`src/rtl/core_debug_ctrl.sv`:
```
// Core-side debug controller: turns halt/resume/step requests into stall and
// redirect controls, records DPC/DCSR, and serves debug-module register accesses.
module core_debug_ctrl #(
    parameter bit RESET_HALT = 1'b0
) (
    input  logic        clk,
    input  logic        rst,
    input  logic        enter_debug,
    input  logic        req_halt,
    input  logic        req_resume,
    input  logic        step,
    output logic        halted,
    output logic        running,
    output logic        stalled,
    input  logic        dm_req,
    input  logic        dm_write,
    input  logic [6:0]  dm_addr,
    input  logic [31:0] dm_wdata,
    output logic [31:0] dm_rdata,
    output logic        dm_access_valid,
    output logic        core_stall,
    input  logic        pipe_empty,
    input  logic [31:0] next_pc,
    input  logic        retire_valid,
    output logic        redirect_valid,
    output logic [31:0] redirect_pc,
    output logic [4:0]  rf_addr,
    output logic        rf_we,
    output logic [31:0] rf_wdata,
    input  logic [31:0] rf_rdata
);

    typedef enum logic [2:0] {
        ST_RUN,
        ST_DRAIN,
        ST_HALTED,
        ST_RESUME,
        ST_STEP
    } state_t;

    localparam logic [2:0] CAUSE_EBREAK  = 3'd1;
    localparam logic [2:0] CAUSE_HALTREQ = 3'd3;
    localparam logic [2:0] CAUSE_STEP    = 3'd4;
    localparam logic [6:0] ADDR_DPC      = 7'h20;
    localparam logic [6:0] ADDR_DCSR     = 7'h21;

    state_t      state, state_nxt;
    logic [2:0]  cause_pend, cause_pend_nxt;
    logic        step_first, step_first_nxt;
    logic [31:0] dpc, dpc_nxt;
    logic [2:0]  dcsr_cause, dcsr_cause_nxt;
    logic        dcsr_step, dcsr_step_nxt;

    logic        acc_ok;
    logic        is_gpr;
    logic        gpr_nz;
    logic [31:0] dcsr_val;
    logic [31:0] rdata_p0;
    logic [31:0] rdata_p1;
    logic        vld_p1;

    // Stage p0: access decode in the request cycle
    always_comb begin
        acc_ok   = dm_req && (state == ST_HALTED);
        is_gpr   = (dm_addr[6:5] == 2'b00);
        gpr_nz   = is_gpr && (dm_addr[4:0] != 5'd0);
        dcsr_val = {23'd0, dcsr_cause, 3'd0, dcsr_step, 2'd0};
        rf_addr  = dm_addr[4:0];
        rf_wdata = dm_wdata;
        rf_we    = acc_ok && dm_write && gpr_nz;
        rdata_p0 = '0;
        if (acc_ok && !dm_write) begin
            if (is_gpr) begin
                rdata_p0 = gpr_nz ? rf_rdata : 32'd0;
            end else if (dm_addr == ADDR_DPC) begin
                rdata_p0 = dpc;
            end else if (dm_addr == ADDR_DCSR) begin
                rdata_p0 = dcsr_val;
            end
        end
    end

    always_comb begin
        state_nxt      = state;
        cause_pend_nxt = cause_pend;
        step_first_nxt = 1'b0;
        dpc_nxt        = dpc;
        dcsr_cause_nxt = dcsr_cause;
        dcsr_step_nxt  = dcsr_step;

        case (state)
            ST_RUN: begin
                if (enter_debug) begin
                    state_nxt      = ST_DRAIN;
                    cause_pend_nxt = CAUSE_EBREAK;
                end else if (req_halt) begin
                    state_nxt      = ST_DRAIN;
                    cause_pend_nxt = CAUSE_HALTREQ;
                end
            end
            ST_DRAIN: begin
                if (pipe_empty) begin
                    state_nxt      = ST_HALTED;
                    dpc_nxt        = next_pc;
                    dcsr_cause_nxt = cause_pend;
                end
            end
            ST_HALTED: begin
                // Step decision uses the DCSR value held before any same-cycle write
                if (req_resume) begin
                    if (step || dcsr_step) begin
                        state_nxt      = ST_STEP;
                        step_first_nxt = 1'b1;
                    end else begin
                        state_nxt = ST_RESUME;
                    end
                end
            end
            ST_RESUME: begin
                state_nxt = ST_RUN;
            end
            ST_STEP: begin
                if (retire_valid) begin
                    state_nxt      = ST_DRAIN;
                    cause_pend_nxt = CAUSE_STEP;
                end
            end
            default: begin
                state_nxt = ST_RUN;
            end
        endcase

        if (acc_ok && dm_write) begin
            if (dm_addr == ADDR_DPC) begin
                dpc_nxt = dm_wdata;
            end
            if (dm_addr == ADDR_DCSR) begin
                dcsr_step_nxt = dm_wdata[2];
            end
        end
    end

    always_comb begin
        halted         = (state == ST_HALTED);
        running        = (state == ST_RUN);
        stalled        = (state == ST_DRAIN) || (state == ST_RESUME) || (state == ST_STEP);
        redirect_valid = (state == ST_RESUME) || ((state == ST_STEP) && step_first);
        redirect_pc    = dpc;
        core_stall     = (state == ST_DRAIN) || (state == ST_HALTED) ||
                         ((state == ST_STEP) && !step_first);
    end

    // Stage p1: registered state and access completion
    always_ff @(posedge clk or posedge rst) begin
        if (rst) begin
            state      <= RESET_HALT ? ST_DRAIN : ST_RUN;
            cause_pend <= RESET_HALT ? CAUSE_HALTREQ : 3'd0;
            step_first <= 1'b0;
            dpc        <= '0;
            dcsr_cause <= '0;
            dcsr_step  <= 1'b0;
            vld_p1     <= 1'b0;
            rdata_p1   <= '0;
        end else begin
            state      <= state_nxt;
            cause_pend <= cause_pend_nxt;
            step_first <= step_first_nxt;
            dpc        <= dpc_nxt;
            dcsr_cause <= dcsr_cause_nxt;
            dcsr_step  <= dcsr_step_nxt;
            vld_p1     <= dm_req;
            rdata_p1   <= rdata_p0;
        end
    end

    assign dm_access_valid = vld_p1;
    assign dm_rdata        = rdata_p1;

endmodule

```
`config.mk`:
```
export PLATFORM = sky130hd
export DESIGN_NAME = core_debug_ctrl
export DESIGN_NICKNAME = d
export VERILOG_FILES = /design/src/rtl/core_debug_ctrl.sv
export SDC_FILE = /design/constraint.sdc
export NUM_CORES = 1
export LEC_CHECK = 0
export ABC_CLOCK_PERIOD_IN_PS = 2900
export CAP_MARGIN = 25
export CORE_AREA = 2 2 103 105
export CTS_BUF_LIST = sky130_fd_sc_hd__clkbuf_8
export DETAILED_ROUTE_END_ITERATION = 12
export DIE_AREA = 0 0 105 107
export PLACE_DENSITY = 0.86
export SETUP_SLACK_MARGIN = 0.02
export SLEW_MARGIN = 10
export SYNTH_ARGS = -nofsm -noshare
export SYNTH_HDL_FRONTEND = slang
export SYNTH_SLANG_ARGS = --single-unit
```
`constraint.sdc`:
```
create_clock -name clk -period 2.9 [get_ports clk]
set_clock_uncertainty 0.05 [all_clocks]
set_input_delay 0.435 -clock clk [delete_from_list [all_inputs] [get_ports clk]]
set_output_delay 0.435 -clock clk [all_outputs]
set_load 0.05 [all_outputs]
```
---- After elaboration in Yosys (flattened, before gate mapping) ----
Cells that the tools add are included.
storage, ports and cells
  input port bits ......................... 113
  output and inout port bits .............. 108
  bits in registers ....................... 76
operators by class
  reduce and logical (&&, ||, !) cells .... 23
  multiplexer cells ....................... 23
  eq/ne operators ......................... 10
operator list
  kind                                                             count
  32-bit two-way mux                                               8
  3-bit two-way mux                                                9
  7-bit by 6-bit == test with 1-bit output, second input constant  2
  3-bit one-hot mux with 4 select lines                            1
  9-bit two-way mux                                                1
  1-bit logical AND                                                7
  3-bit by 2-bit == test with 1-bit output, second input constant  2
  1-bit logical OR                                                 6
  2-bit != test, second input constant                             3
  3-bit one-hot mux with 2 select lines                            1
  5-bit nonzero test                                               1
  2-bit AND reduction                                              2
  4-bit AND reduction                                              1
  3-bit by 1-bit == test with 1-bit output, second input constant  1
  3-bit == test, second input constant                             1
  3-bit logical NOT                                                1
  1-bit two-way mux                                                3
  3-bit != test, second input constant                             1
  3-bit AND reduction                                              1
  1-bit logical NOT                                                2
  2-bit logical NOT                                                1
  2-bit nonzero test                                               1

---- Logic depth before layout (Yosys ltp) ----
Gate-level depths: netlist of run 1.
  depth after elaboration ................. 5
  gate-level depth with buffers ........... 7
  gate-level depth less buffers ........... 3

---- Worst setup path before layout of run 1 ----
No wires, ideal clock.
  kind .................................... register to output
  from .................................... register state[1]
  to ...................................... output rf_we
  cell stages (with the launch flop) ...... 4
  arrival time ............................ 2548 ps
  buffers on the path ..................... 1
  path slack .............................. -133 ps
  path through ............................ dfrtp_1 clkbuf_1 nor3b_1 and4_1
between the ends
  longest elaborated chain between the ends .. 4
ends and longest elaborated chain
  element                                   line  source
  from (decl)                               47    state_t state, state_nxt;
  from (signal assigned)                    156   state <= RESET_HALT ? ST_DRAIN : ST_RUN;
  from (signal assigned)                    165   state <= state_nxt;
  3-bit by 2-bit == test with 1-bit output  n/a
  net halted                                12    output logic halted,
  1-bit logical AND                         64    acc_ok = dm_req && (state == ST_HALTED);
  1-bit logical AND (2 in a row)            70    rf_we = acc_ok && dm_write && gpr_nz;
  to (decl)                                 28    output logic rf_we,
The timed path passes the listed nets, and every way through them passes these cells.

---- Worst setup path after layout of run 1 ----
  from .................................... register state[1]
  to ...................................... output core_stall
between the ends
  longest elaborated chain between the ends .. 3
ends and longest elaborated chain
  element                                                                 line      source
  3-bit by 1-bit == test with 1-bit output, or another cell as far along  149       core_stall = (state == ST_DRAIN) || (state == ST_HALTED) ||
  1-bit logical OR / 1-bit logical AND (equally long branches)            149, 150
  1-bit logical OR (*)                                                    149
  to (decl)                                                               21        output logic core_stall,
Mark *: on every way between the ends. The rest lies on a longest branch, timed or not.

==> out/results.ini, run 1 <==
[run_status]
status=complete, no violations

[finish]
multi_input_area_um2=1644
drive_gt1_share_pct=22.73
fin_util_pct=61.75
synthToLayoutAreaGrowth_pct=57.43
finalInstanceArea_um2=6232
fin_nets=593
insertedDiodeCount=0
fillers=847
seqCellArea_um2=1903

[synthesis]
synth_common_cells=dfrtp_1, mux2_2, buf_4
synth_area_leaders=dfrtp_1, mux2_2, mux2_4, a32o_1, buf_4
synth_cell_types=39
syn_avg_cell_area_um2=13.37
synth.most_common_cell=dfrtp_1
syn-num-nets=409
ys.flop_type=dfrtp_1
synth_edf_count=0
netlist_area_um2=3959
synth_cells=296
ys_ff_latch=76
postSynth.asyncResetShare_pct=100.0
synth_top_area_share_pct=48.04
ys_warn_count=0
seq_area_frac_synth_pct=48.04
synth_top_cell_by_area=dfrtp_1

[sta]
fin_ws_ns=0.2343
finalSetupViolCount=0
tightest_slew_ns=0.6711
hold_viol=0
rsz0062_at_grt=false
period_share_pct=91.92
min_period_ns=2.666
slew_viol_final=0
fmax_mhz=375.1
setup-tns-final_ns=0
maxSlewHeadroom_pct=55.21

[clock_network]
root_buffer=clkbuf_8
post_cts_buffers=0
cts_tree=yes
insertion_delay_ns=0.34
clk_pin_slew_ns=0.08
htree_num_levels=3
hold_buffers=0
clock_sinks=76
post_cts_resized=0
cts_buffers=9
clk_path_buf_depth=2

[die]
die_height_um=107
initial_core_util_pct=39.23
die_area_um2=11240
core_area_um2=10090
io_pins=221
rows=37
fp.dieW_um=105

[critical_path]
startpoint_type=flip-flop
worstPathRequired_ns=2.41
cp_cell_sequence=nor2b_1 > o21ai_0 > o31ai_1 > clkdlybuf4s50_1
crit_slowest_cell=clkdlybuf4s50_1
worst_ep_arrival_time_ns=2.18
path_class=flip-flop to output pin
cp_max_fo=12
cp-end-kind=output pin
critPathMaxStageDelay_ns=0.84

[grt]
track_usage_pct=20.14
first_global_vias=3434
grt_pass1_wl_mm=17.54
grt_overflow=0
antenna_found_initial=0
grt_max_degree=41

[detailed_routing]
via_per_inst=5.185
drt_iter0_drc=81
drtPass1Iterations=4
wl_per_cell_um=18.32
via_count=3215
antenna_left=0
drc=0
totalWireLength_mm=11.36

[power]
vdd_drop_max_uv=552.1
powerDensity_nw_per_um2=841.7
leakage_nw=2.636

[place]
io_buffers=220
placed_area_um2=6040
gp_congestion=0.8474
dpl_worst_slack_ns=0.1616
hpwl_mm=8.547

[flow_run]
maxCapViolations=0

[min_path]
hold_path_class=input port to async pin

## worst max-delay path: cells and delay by family (launching register included)
kind | cells | cell delay, ns
AND/OR/NAND/NOR | 1 | 0.23
flip-flops | 1 | 0.59
buffers and inverters | 1 | 0.84
AO/OA/AOI/OAI | 2 | 0.18
## placed cells by master, fill, tap and decap left out, drive strengths merged, types with 2 or more instances in the layout
cell type / netlist / layout
dlymetal6s2s: 0 / 2
nand2b: 2 / 2
o21ai: 6 / 6
nor2b: 2 / 2
dfrtp: 76 / 76
nand2: 3 / 3
a21oi: 3 / 3
inv: 4 / 3
a32o: 29 / 29
nor4: 3 / 3
a21bo: 2 / 2
clkinv: 0 / 3
or4: 2 / 2
clkbuf: 11 / 12
nor2: 8 / 8
nor3b: 4 / 4
o31ai: 2 / 2
mux2: 72 / 72
buf: 47 / 12
a32oi: 4 / 4
clkdlybuf4s50: 0 / 217
nand3b: 2 / 2
## power by group
group | switching [mW] | total, mW | internal [mW] | leakage [nW]
Clock | 0.375 | 0.751 | 0.376 | 0.0945
Sequential | 0.264 | 1.61 | 1.35 | 0.970
Combinational | 1.58 | 2.88 | 1.31 | 1.57
## final cells by class
| type | instances | share of cell area [%] |
|---|---|---|
| clock buffer | 12 | 2.650 |
| clock inverter | 3 | 0.3413 |
| inverter | 4 | 0.2610 |
| multi-input combinational | 158 | 26.38 |
| sequential | 76 | 30.54 |
| tap | 136 | 2.730 |
| timing repair buffer | 231 | 37.10 |
## final timing paths
kind                                            from                         to  slack [ns]  cells after the start
setup / recovery                state[1]$_DFFE_PP0P_                 core_stall        0.23                      4
hold / removal                                   rst     dm_rdata[14]$_DFF_PP0_        0.44                      2
setup reg to reg                state[1]$_DFFE_PP0P_  redirect_pc[10]$_DFF_PP0_        0.86                      4
hold reg to reg            dcsr_cause[2]$_DFFE_PP0P_  dcsr_cause[2]$_DFFE_PP0P_        0.46                      1
max in group asynchronous                        rst       state[2]$_DFFE_PP0P_        1.69                      3
min in group clk           dcsr_cause[2]$_DFFE_PP0P_  dcsr_cause[2]$_DFFE_PP0P_        0.46                      1
## per-layer routing
metal	GRT usage [%]	up-vias	part of all wire, %
li1	-	1451	-
met1	21.87	1595	37
met2	36.69	155	53
met3	5.471	14	7.7
met4	8.952	0	1.5
met5	0	-	0
## cell families after synthesis
kind of cell | after synthesis | synth area share (%)
multiplexers | 72 | 23.32
AO/OA/AOI/OAI | 52 | 11.92
flip-flops | 76 | 48.04
buffers and inverters | 62 | 10.94
AND/OR/NAND/NOR | 34 | 5.784
## stage by stage
stage	power [mW]	hold WS, ns	cells
after floorplan	3.575	0.4164	296
after global placement	4.462	0.4437	605
after detailed placement	4.525	0.4518	605
after CTS	5.299	0.4486	620
after global routing	5.473	0.4852	620
final	5.246	0.4370	620
## state kept, by name (all words and copies together), names as in the netlist
signal and count:
dcsr_step 1, state 3, dm_access_valid 1, cause_pend 3, dm_rdata 32, dcsr_cause 3
step_first 1, redirect_pc 32
Note: power is estimated with default switching activity, not from simulation.
==> run 2, diff against run 1 <==
ABC_CLOCK_PERIOD_IN_PS = unset   (was 2900)
GPL_ROUTABILITY_DRIVEN = 0   (was unset)
==> results of run 2 <==
Final layout, timing and power as in run 1 (identical DEF).
